$ cat config.mk
export PLATFORM = sky130hd
export DESIGN_NAME = i2c_fifo_ctrl
export DESIGN_NICKNAME = d
export VERILOG_FILES = /design/src/rtl/i2c_fifo_ctrl.sv
export SDC_FILE = /design/constraint.sdc
export NUM_CORES = 1
export LEC_CHECK = 0
export CORE_ASPECT_RATIO = 1.25
export CORE_MARGIN = 4
export CORE_UTILIZATION = 54
export CTS_CLUSTER_DIAMETER = 40
export CTS_CLUSTER_SIZE = 25
export DETAILED_ROUTE_END_ITERATION = 12
export PLACE_DENSITY = 0.79
export REMOVE_ABC_BUFFERS = 1
export SLEW_MARGIN = 20
export SYNTH_ARGS = -nofsm -noshare
export SYNTH_HDL_FRONTEND = slang
export SYNTH_HIERARCHICAL = 1
export SYNTH_SLANG_ARGS = --single-unit
$ cat constraint.sdc
create_clock -name clk -period 2.5 [get_ports clk]
set_input_delay 0.25 -clock clk [delete_from_list [all_inputs] [get_ports clk]]
set_output_delay 0.25 -clock clk [all_outputs]
set_load 0.01 [all_outputs]
$ cat src/rtl/i2c_fifo_ctrl.sv
// rtl/i2c_fifo_ctrl.sv - TX/RX FIFO stage between the I2C register block and byte engine

// Single-clock FWFT FIFO with a separate count register and soft clear
module i2c_fifo_ctrl_buf #(
  parameter int DEPTH = 16,
  parameter int W     = 8,
  parameter int OCYW  = 5
) (
  input  logic            clk,
  input  logic            rstn,
  input  logic            srstn,
  input  logic            wr,
  input  logic [W-1:0]    wdat,
  input  logic            rd,
  output logic [W-1:0]    rdat,
  output logic [OCYW-1:0] count,
  output logic [OCYW-1:0] count_nxt
);

  localparam int AW = (DEPTH > 1) ? $clog2(DEPTH) : 1;
  localparam logic [OCYW-1:0] FULL = OCYW'(DEPTH);

  logic [W-1:0]  mem [DEPTH];
  logic [AW-1:0] wr_ptr;
  logic [AW-1:0] rd_ptr;
  logic          push_ok;
  logic          pop_ok;

  // Acceptance looks only at the registered count, so a full FIFO never
  // pushes through and an empty FIFO never bypasses.
  assign push_ok = srstn && wr && (count < FULL);
  assign pop_ok  = srstn && rd && (count != '0);

  // Next occupancy; soft reset wins over any traffic in the same cycle
  always_comb begin
    count_nxt = count;
    if (!srstn) begin
      count_nxt = '0;
    end else if (push_ok && !pop_ok) begin
      count_nxt = count + OCYW'(1);
    end else if (pop_ok && !push_ok) begin
      count_nxt = count - OCYW'(1);
    end
  end

  // Pointer and count registers
  always_ff @(posedge clk or negedge rstn) begin
    if (!rstn) begin
      wr_ptr <= '0;
      rd_ptr <= '0;
      count  <= '0;
    end else begin
      count <= count_nxt;
      if (!srstn) begin
        wr_ptr <= '0;
        rd_ptr <= '0;
      end else begin
        if (push_ok) wr_ptr <= wr_ptr + AW'(1);
        if (pop_ok)  rd_ptr <= rd_ptr + AW'(1);
      end
    end
  end

  // Storage array; contents are left alone by reset
  always_ff @(posedge clk) begin
    if (push_ok) mem[wr_ptr] <= wdat;
  end

  // Head entry stays visible through the pop cycle; zero when empty
  assign rdat = (count == '0) ? '0 : mem[rd_ptr];

endmodule

// Top: TX and RX FIFOs plus registered interrupt requests
module i2c_fifo_ctrl #(
  parameter int DEPTH = 16,
  parameter int TXW   = 10,
  parameter int RXW   = 8,
  parameter int OCYW  = 5
) (
  input  logic            clk,
  input  logic            rstn,
  input  logic            srstn,
  input  logic            tx_fifo_wr,
  input  logic [TXW-1:0]  tx_fifo_wdat,
  output logic [OCYW-1:0] tx_fifo_ocy,
  input  logic            tx_rd,
  output logic [TXW-1:0]  tx_rdat,
  output logic            tx_empty,
  input  logic            rx_wr,
  input  logic [RXW-1:0]  rx_wdat,
  output logic            rx_full,
  input  logic            rx_fifo_rd,
  output logic [RXW-1:0]  rx_fifo_rdat,
  output logic [OCYW-1:0] rx_fifo_ocy,
  input  logic [4:0]      rx_fifo_pirq,
  output logic [5:0]      fifo_irq
);

  localparam logic [OCYW-1:0] FULL = OCYW'(DEPTH);
  localparam logic [OCYW-1:0] HALF = OCYW'(DEPTH / 2);
  localparam logic [5:0]      THR_MAX = 6'(DEPTH);

  logic [OCYW-1:0] tx_cnt_nxt;
  logic [OCYW-1:0] rx_cnt_nxt;
  logic [5:0]      thr_sum;
  logic [5:0]      thr;
  logic            tx_ovf_ev;
  logic            rx_ovf_ev;
  logic            rx_udf_ev;
  logic [5:0]      irq_nxt;

  i2c_fifo_ctrl_buf #(.DEPTH(DEPTH), .W(TXW), .OCYW(OCYW)) u_tx (
    .clk       (clk),
    .rstn      (rstn),
    .srstn     (srstn),
    .wr        (tx_fifo_wr),
    .wdat      (tx_fifo_wdat),
    .rd        (tx_rd),
    .rdat      (tx_rdat),
    .count     (tx_fifo_ocy),
    .count_nxt (tx_cnt_nxt)
  );

  i2c_fifo_ctrl_buf #(.DEPTH(DEPTH), .W(RXW), .OCYW(OCYW)) u_rx (
    .clk       (clk),
    .rstn      (rstn),
    .srstn     (srstn),
    .wr        (rx_wr),
    .wdat      (rx_wdat),
    .rd        (rx_fifo_rd),
    .rdat      (rx_fifo_rdat),
    .count     (rx_fifo_ocy),
    .count_nxt (rx_cnt_nxt)
  );

  assign tx_empty = (tx_fifo_ocy == '0);
  assign rx_full  = (rx_fifo_ocy == FULL);

  // Threshold is pirq+1 in 6 bits so pirq=31 gives 32, then clamped to DEPTH
  always_comb begin
    thr_sum = {1'b0, rx_fifo_pirq} + 6'd1;
    thr     = (thr_sum > THR_MAX) ? THR_MAX : thr_sum;
  end

  // Dropped-request events; suppressed while soft reset is held
  assign tx_ovf_ev = srstn && tx_fifo_wr && (tx_fifo_ocy == FULL);
  assign rx_ovf_ev = srstn && rx_wr      && (rx_fifo_ocy == FULL);
  assign rx_udf_ev = srstn && rx_fifo_rd && (rx_fifo_ocy == '0);

  // Level bits follow the count being loaded this edge so they move with ocy
  always_comb begin
    irq_nxt    = '0;
    irq_nxt[0] = (tx_cnt_nxt == '0);
    irq_nxt[1] = (tx_cnt_nxt <= HALF);
    irq_nxt[2] = (6'(rx_cnt_nxt) >= thr);
    irq_nxt[3] = tx_ovf_ev;
    irq_nxt[4] = rx_ovf_ev;
    irq_nxt[5] = rx_udf_ev;
  end

  // Interrupt request register, cleared by either reset
  always_ff @(posedge clk or negedge rstn) begin
    if (!rstn) begin
      fifo_irq <= '0;
    end else if (!srstn) begin
      fifo_irq <= '0;
    end else begin
      fifo_irq <= irq_nxt;
    end
  end

endmodule

# Yosys cells after proc, flatten, opt, wreduce, memory -nomap -nowiden
# Memories as Yosys holds them, arrays and structs flattened.
# Cells that the tools add are included.
dict set report classes {
  add_sub_neg 9
  multipliers 0
  div 0
  magnitude_cmp 5
  eq_ne 6
  shift 0
  n_mux 22
  bitwise_logic 0
  reduce_logical 24
}
# op n
set op_table {}
lappend op_table {{$mux W4} 8}
lappend op_table {{$mux W5} 6}
lappend op_table {{$add A4 B1 Y4 const B} 4}
lappend op_table {{$logic_and A1 B1 Y1} 15}
lappend op_table {{$logic_not A5 Y1} 3}
lappend op_table {{$mux W6} 2}
lappend op_table {{$add A5 B1 Y5 const B} 2}
lappend op_table {{$eq A5 B5 Y1 const B} 2}
lappend op_table {{$lt A5 B5 Y1 const B} 2}
lappend op_table {{$mux W10} 1}
lappend op_table {{$reduce_bool A5 Y1} 2}
lappend op_table {{$sub A5 B1 Y5 const B} 2}
lappend op_table {{$mux W8} 1}
lappend op_table {{$ne A2 B1 Y1 const B} 4}
lappend op_table {{$add A5 B1 Y6 const B} 1}
lappend op_table {{$ge A5 B6 Y1} 1}
lappend op_table {{$gt A6 B5 Y1 const B} 1}
lappend op_table {{$le A5 B4 Y1 const B} 1}
lappend op_table {{$logic_not A1 Y1} 4}
lappend op_table {{$mux W1} 4}
dict set report word_totals {
  reg_bits 32
  latch_bits 0
  mem_bits_rw 288
  mem_bits_ro 0
  out_inout_bits 36
  memories 2
}
# memory depth word_bits read_ports rd_clocked_by_memory_dff write_ports line_no
set mem_list {}
lappend mem_list {u_tx.mem 16 10 1 0 1 23} ;# logic [W-1:0] mem [DEPTH];
lappend mem_list {u_rx.mem 16 8 1 0 1 23}

# Longest topological paths before layout
# Gate-level depths: netlist of the first run.
dict set report depth {
  depth_word 9
  depth_mapped 12
  ltp_nobuf 11
}

# Modules after synthesis
# Netlist of the first run, hierarchy kept.
# mod instances cells_per_inst area_each_um2 seq_area_each_um2
set by_module_without_submodules {}
lappend by_module_without_submodules {{i2c_fifo_ctrl_buf at u_tx} 1 355 6979.2 5129.9}
lappend by_module_without_submodules {{i2c_fifo_ctrl_buf at u_rx} 1 308 5858.1 4169.0}
lappend by_module_without_submodules {i2c_fifo_ctrl 1 50 459.2 150.1}

# Least setup slack after synthesis of the first run
# No wires, ideal clock.
dict set report synth_timing {
  path_type {reg-to-reg}
  startpoint {reg u_rx.count[0]}
  endpoint {reg fifo_irq[2]}
  arrival_ns 2.419
  required_ns 2.378
  path_slack_ns -0.041
  path_stages_with_launch 13
  path_buffers 1
  synth_period_minus_slack_ns 2.541
  path_cell_list {dfrtp_1 -> inv_1 -> ha_1 -> or4b_1 -> buf_2 -> nand2_4 -> xnor2_1 -> mux2i_1 -> inv_1 -> ha_1 -> nand2b_1 -> a21oi_1 -> o2bb2ai_1}
}
dict set report synth_between {
  elab_chain_len 9
}
# element line_no
set synth_rtl {}
lappend synth_rtl {{start, declared} 16} ;# output logic [OCYW-1:0] count,
lappend synth_rtl {{start signal, assigned} 53} ;# count <= count_nxt;
lappend synth_rtl {{$lt A5 B5 Y1} 31} ;# assign push_ok = srstn && wr && (count < FULL);
lappend synth_rtl {{$logic_and A1 B1 Y1} 31}
lappend synth_rtl {{$logic_not A1 Y1} 41} ;# end else if (pop_ok && !push_ok) begin
lappend synth_rtl {{$logic_and A1 B1 Y1} 41}
lappend synth_rtl {{$mux W5} 41}
lappend synth_rtl {{$mux W5 (*)} 39} ;# end else if (push_ok && !pop_ok) begin
lappend synth_rtl {{$mux W5 (*)} 37} ;# if (!srstn) begin
lappend synth_rtl {{via rx_cnt_nxt[0]} 105} ;# logic [OCYW-1:0] rx_cnt_nxt;
lappend synth_rtl {{$ge A5 B6 Y1 (*)} 156} ;# irq_nxt[2] = (6'(rx_cnt_nxt) >= thr);
lappend synth_rtl {{$mux W6 (*)} 166} ;# end else if (!srstn) begin
lappend synth_rtl {{end signal, assigned} 169} ;# fifo_irq <= irq_nxt;
lappend synth_rtl {{end, declared} 97} ;# output logic [5:0] fifo_irq
# Mark *: on every way through the listed nets, which the timed path passes. The rest lies on a longest branch.
# A chain may end at the register's enable or synchronous reset.

# Worst setup path in the final report of the first run
dict set report layout_timing {
  startpoint {reg u_rx.rd_ptr[1]}
  endpoint {out rx_fifo_rdat[5]}
}
dict set report layout_between {
  elab_chain_len 2
}
# element line_no
set layout_rtl {}
lappend layout_rtl {{start, declared} 25} ;# logic [AW-1:0] rd_ptr;
lappend layout_rtl {{start signal, assigned} 59} ;# if (pop_ok) rd_ptr <= rd_ptr + AW'(1);
lappend layout_rtl {{$mem_v2 Z16 W8} -}
lappend layout_rtl {{$mux W8} 70} ;# assign rdat = (count == '0) ? '0 : mem[rd_ptr];
lappend layout_rtl {{end, declared} 94} ;# output logic [RXW-1:0] rx_fifo_rdat,
# Every way passes these cells.

==> results of run 1 <==
[cells in the mapped netlist (all sizes together) (2+ instances only)]
| cell type | number | area share (%) |
|---|---|---|
| mux2 | 9 | 0.76 |
| or4b | 2 | 0.15 |
| xnor2 | 14 | 0.92 |
| mux4 | 71 | 12 |
| edfxtp | 288 | 65 |
| nand3 | 13 | 0.53 |
| and2 | 30 | 1.4 |
| dfrtp | 32 | 6.0 |
| a22oi | 10 | 0.60 |
| nand4 | 4 | 0.19 |
| nor2b | 4 | 0.19 |
| buf | 27 | 1.4 |
| o21ai | 19 | 0.74 |
| mux2i | 28 | 2.1 |
| a21boi | 3 | 0.17 |
| ha | 20 | 1.9 |
| nand2 | 27 | 0.94 |
| o2bb2ai | 2 | 0.13 |
| and4b | 3 | 0.24 |
| nor4 | 2 | 0.14 |
| nor2 | 19 | 0.54 |
| nand2b | 12 | 0.56 |
| clkbuf | 10 | 0.28 |
| or4 | 2 | 0.11 |
| nor3b | 3 | 0.21 |
| a21oi | 15 | 0.56 |
| nor3 | 10 | 0.41 |
| inv | 11 | 0.31 |
| and3 | 7 | 0.37 |
[how the worst min path moves through the flow]
stage	endpoint	slack, ps	cells past startpoint
final	u_tx/wr_ptr[1]	110	2
after global routing	u_tx/wr_ptr[3]	160	2
after CTS	u_tx/rd_ptr[3]	120	2
after detailed placement	u_rx/count[0]	570	3
after global placement	u_rx/count[0]	560	3
after floorplan	fifo_irq[0]	-50	0
[final cells by class]
| class | instances | area share [%] |
|---|---|---|
| Clock buffer | 31 | 4.84 |
| Tap cell | 325 | 2.54 |
| Multi-Input combinational cell | 347 | 24.0 |
| Sequential cell | 320 | 59.0 |
| Clock inverter | 26 | 1.92 |
| Timing Repair Buffer | 134 | 7.47 |
| Inverter | 11 | 0.258 |
[per-stage QoR]
stage	setup TNS [ps]	util [%]	setup slack, ps
2_1_floorplan	-789	-	-210
3_3_place_gp	-13.4	60.9	-13.4
3_5_place_dp	-819	60.9	-136
4_1_cts	-2910	66.1	-212
5_1_grt	-3280	66.9	-219
6_report	-1670	66.9	-148
[power by group]
| group | total, uW | switching, uW | internal, uW |
|---|---|---|---|
| clock network | 4800 | 2260 | 2540 |
| registers | 6030 | 79.7 | 5950 |
| logic | 3620 | 1790 | 1830 |
[cell families after synthesis]
family | count (synthesis)
mux | 108
fa+ha+maj | 20
xor+xnor | 15
simple gates | 144
buf+inv | 48
compound gates | 58
flops | 320
[layer usage]
metal / track usage, % / vias to the layer above
met3: 3.26 / 55
met4: 5.88 / 0
met5: 0 / -
li1: - / 3124
met1: 24.8 / 3670
met2: 37.5 / 229
[what timing repair did]
action,in CTS,in global routing
cloned,3,1
buffers inserted,12,9
resized for setup,105,36
pin swaps,8,16
hold endpoints to repair,0,0
setup endpoints to repair,21,21
[worst max-delay path: stages, from the launching register on]
cell       delay [ps]
dfrtp_2           460
clkbuf_16         200
mux4_2            520
mux2_2            290
o21ai_2           130
a21oi_2            60
buf_2             200
[registers in the layout (all words and copies together) (netlist names)]
name and cells:
u_rx/count 5, u_rx/mem 128, u_tx/count 5, u_tx/mem 160
u_rx/wr_ptr 4, u_tx/rd_ptr 4, u_rx/rd_ptr 4, fifo_irq 6
u_tx/wr_ptr 4
==> impl_metrics.json, run 1 <==
{
  "cts.reportedPaths.clkPinSlew_ps": 60,
  "dp_cells": 1115,
  "syn_inst": 713,
  "crit_fanout": 7,
  "clock_latency_ps": 570,
  "port_buffers": 65,
  "multi_input_area_sq_mm": 0.00384,
  "wl_met2_um": 15100,
  "worstMarginPinSlew_ps": 1020,
  "avgSynthCellArea_sq_um": 18.6,
  "n_fill_cell": 1544,
  "finalPower_uw": 14400,
  "setup_viol": 18,
  "endpoint_kind": "output pin",
  "required_ps": 2250,
  "mostFrequentLayoutCells": "edfxtp_1 (288), mux4_2 (71), buf_4 (58), clkdlybuf4s50_1 (46), clkbuf_16 (32)",
  "routed.top_layer": "met4",
  "drt_iter0_drc": 462,
  "wl_per_cell_um": 22.9,
  "layout_commonest_cell": "edfxtp_1",
  "min_period_ps": 2650,
  "grt_pass1_vias": 7412,
  "die_w_um": 148,
  "die_area_sq_mm": 0.0272,
  "antenna_found_initial": 0,
  "gp_congestion": 0.887,
  "syn2layout_area_growth_pct": 20.5,
  "ys_seq_area_share_pct": 71.1,
  "fmaxAchievable_ghz": 0.378,
  "cts_tree": "built",
  "synth_xor_area_share_pct": 0.988,
  "start_util_pct": 55.5,
  "finalHoldViolCount": 0,
  "drive_above_1_share_pct": 32.5,
  "min_path_type": "input port to asynchronous set/reset pin",
  "r2r_slack_ps": 30,
  "p_leak_uw": 0.00541,
  "cts_root_buf": "clkbuf_16",
  "grt_pass1_wl_um": 42700,
  "worstPathArrival_ps": 2400,
  "cts_buffer_depth": 3,
  "wl_met1_um": 10200,
  "drt_first_pass_iters": 5,
  "wl_um": 27400,
  "synth-edff-count": 288,
  "reg2reg_depth": 9,
  "nets": 895,
  "ys.flop_type": "edfxtp_1",
  "gr-total-overflow": 0,
  "synth_cell_types": 62,
  "rows": 63,
  "whs_ps": 111,
  "critPathLaunchType": "flip-flop",
  "synth_top_family_by_area": "multiplexers",
  "io_pins": 66,
  "core_area_sq_mm": 0.0240,
  "rsz0062_at_grt": "yes",
  "htreeDepth": 1,
  "numCtsBuffers": 31,
  "outcome": "finished with violations",
  "insertedDiodeCount": 0,
  "synthMuxAreaShare_pct": 15.0,
  "grtUsageTotal_pct": 20.3,
  "vias": 7078,
  "ir_drop_uv": 750,
  "violations": "negative setup slack",
  "timing.rr.start": "u_tx/count[0]",
  "relSlewSlack_pct": 32.1,
  "synth_warnings": 6,
  "vias_per_cell": 5.93,
  "synth_simple_gate_area_share_pct": 6.33,
  "finalNonFillerCells": 1194,
  "ant_nets": 0,
  "wl_met3_um": 1390,
  "synth-adder-area-share_pct": 1.88,
  "place_area_sq_mm": 0.0146,
  "synth_seq_cells": 320,
  "skew_ps": 25.9,
  "endpoint": "rx_fifo_rdat[5]",
  "synth_area_sq_mm": 0.0133,
  "numClockSinks": 320,
  "dp_hpwl_um": 17300,
  "maxCapViolCount": 0,
  "power_per_cell_area_mw_per_mm2": 902,
  "final.period_utilization_pct": 106,
  "cts_hold_buf": 0,
  "rr_endpoint": "fifo_irq[0]",
  "crit_start": "u_rx/rd_ptr[1]",
  "drc": 0,
  "synthArstFlopShare_pct": 10.0,
  "seqCellArea_sq_mm": 0.00945,
  "synth_compound_area_share_pct": 2.80,
  "finalWorstSetupSlack_ps": -148,
  "grt_max_degree": 33,
  "die_y_um": 183,
  "critical_path_class": "flip-flop to output pin",
  "slew_violations": 0,
  "fin_area_sq_mm": 0.0160
}
Power figures use the tool's default switching activity.
==> inputs of run 2 (changes only) <==
CORE_UTILIZATION = 60   (was 54)
PLACE_DENSITY = 0.83   (was 0.79)
clock period = 2.93 ns   (was 2.5 ns; I/O delays follow)
==> impl_metrics.json, run 2 (synthesized netlist as in run 1, its figures left out) <==
{
  "outcome": "finished, final reports clean",
  "insertedDiodeCount": 0,
  "grt_max_degree": 45,
  "final.period_utilization_pct": 98.1,
  "crit_fanout": 10,
  "nets": 863,
  "worstPathArrival_ps": 2580,
  "reg_top3": "u_tx/mem (160), u_rx/mem (128), fifo_irq (6)",
  "vias": 6918,
  "finalHoldViolCount": 0,
  "port_buffers": 65,
  "htreeDepth": 1,
  "relSlewSlack_pct": 56.3,
  "critical_path_class": "flip-flop to output pin",
  "die_w_um": 141,
  "layout_commonest_cell": "edfxtp_1",
  "dp_hpwl_um": 16800,
  "syn2layout_area_growth_pct": 17.0,
  "grt_pass1_wl_um": 41700,
  "wl_um": 26600,
  "vias_per_cell": 6.20,
  "power_per_cell_area_mw_per_mm2": 756,
  "gr-total-overflow": 0,
  "mostFrequentLayoutCells": "edfxtp_1 (288), mux4_2 (68), clkdlybuf4s50_1 (47), clkbuf_16 (32), buf_4 (32)",
  "slew_violations": 0,
  "wl_per_cell_um": 23.8,
  "cts_root_buf": "clkbuf_16",
  "largest_reg_flops": 160,
  "regMostFlops": "u_tx/mem",
  "ant_nets": 0,
  "maxCapViolCount": 0,
  "min_path_type": "input port to asynchronous set/reset pin",
  "ir_drop_uv": 682,
  "p_leak_uw": 0.00521,
  "core_area_sq_mm": 0.0217,
  "start_util_pct": 61.3,
  "setup_viol": 0,
  "required_ps": 2640,
  "rows": 60,
  "cts_tree": "built",
  "drc": 0,
  "min_period_ps": 2870,
  "gp_congestion": 0.836,
  "numCtsBuffers": 31,
  "die_y_um": 174,
  "n_fill_cell": 1220,
  "numClockSinks": 320,
  "finalWorstSetupSlack_ps": 55.0,
  "clock_latency_ps": 550,
  "r2r_slack_ps": 310,
  "antenna_found_initial": 0,
  "fmaxAchievable_ghz": 0.348,
  "io_pins": 66,
  "die_area_sq_mm": 0.0246,
  "drive_above_1_share_pct": 23.3,
  "drt_first_pass_iters": 4,
  "critPathLaunchType": "flip-flop",
  "worstMarginPinSlew_ps": 656,
  "cts.reportedPaths.clkPinSlew_ps": 60,
  "cts_buffer_depth": 3,
  "endpoint_kind": "output pin",
  "skew_ps": 18.8,
  "final_core_util_pct": 71.7,
  "pre_cts_ws_ps": -32.0,
  "grt_pass1_vias": 7331,
  "whs_ps": 159,
  "grtUsageTotal_pct": 21.9,
  "drt_iter0_drc": 518
}
[run 2: cell count changes in the layout (fill, tap and decap cells not counted), moves of 11 or more]
| cell | before | now |
|---|---|---|
| buf_2 | 18 | 0 |
| a21oi_2 | 11 | 0 |
| a21oi_1 | 4 | 15 |
| dlygate4sd2_1 | 0 | 15 |
| buf_4 | 58 | 32 |
[run 2: area by class of cell]
class                           count  area, sq um  share of cell area, %
Inverter                           11         41.3                  0.265
Clock inverter                     25          278                   1.79
Multi-Input combinational cell    345         3620                   23.3
Clock buffer                       32          779                   5.01
Sequential cell                   320         9460                   60.8
Timing Repair Buffer              104         1030                   6.62
Tap cell                          279          349                   2.24
[run 2: layer usage]
layer	share of wire [%]	up-vias	track usage, %
li1	-	3050	-
met1	36	3530	27.4
met2	55	277	38.9
met3	5.6	61	3.14
met4	3.0	0	7.59
met5	0	-	0
[run 2: final timing paths]
kind                                from              to  depth (start not counted)
max                        u_tx/count[1]      tx_rdat[1]                          8
min                                 rstn     fifo_irq[3]                          2
max reg2reg                u_rx/count[0]     fifo_irq[2]                         11
min reg2reg                u_rx/count[0]   u_rx/count[0]                          3
max in group asynchronous           rstn  u_rx/rd_ptr[1]                          2
min in group clk              tx_fifo_wr     fifo_irq[3]                          2
[run 2: worst max-delay path: stages (launching register included)]
cell	delay (ps)
dfrtp_2	420
inv_2	90
ha_4	140
or4b_4	510
nor3b_4	190
buf_12	140
a22oi_1	170
o21ai_1	100
dlygate4sd2_1	290
[run 2: power breakdown]
| part | switching, uW | internal [uW] |
|---|---|---|
| sequential | 76.7 | 5080 |
| clock | 1870 | 2150 |
| combinational | 1300 | 1290 |
[run 2: stage by stage]
stage / power, uW / cells / setup TNS (ps) / cell area (sq um)
floorplan: 6750 / 676 / 0 / 13100
global placement: 7730 / 1051 / 0 / 14400
detailed placement: 7810 / 1051 / -77.3 / 14400
CTS: 11800 / 1112 / 0 / 15500
global route: 12300 / 1116 / -5.38 / 15600
finish: 11800 / 1116 / 0 / 15600
[run 2: what timing repair did]
| item | 4_1_cts | 5_1_grt |
|---|---|---|
| hold buffers | 0 | 0 |
| buffers inserted | 3 | 3 |
| gates cloned | 1 | 1 |
| setup endpoints to repair | 18 | 12 |
| gates resized for setup | 23 | 9 |
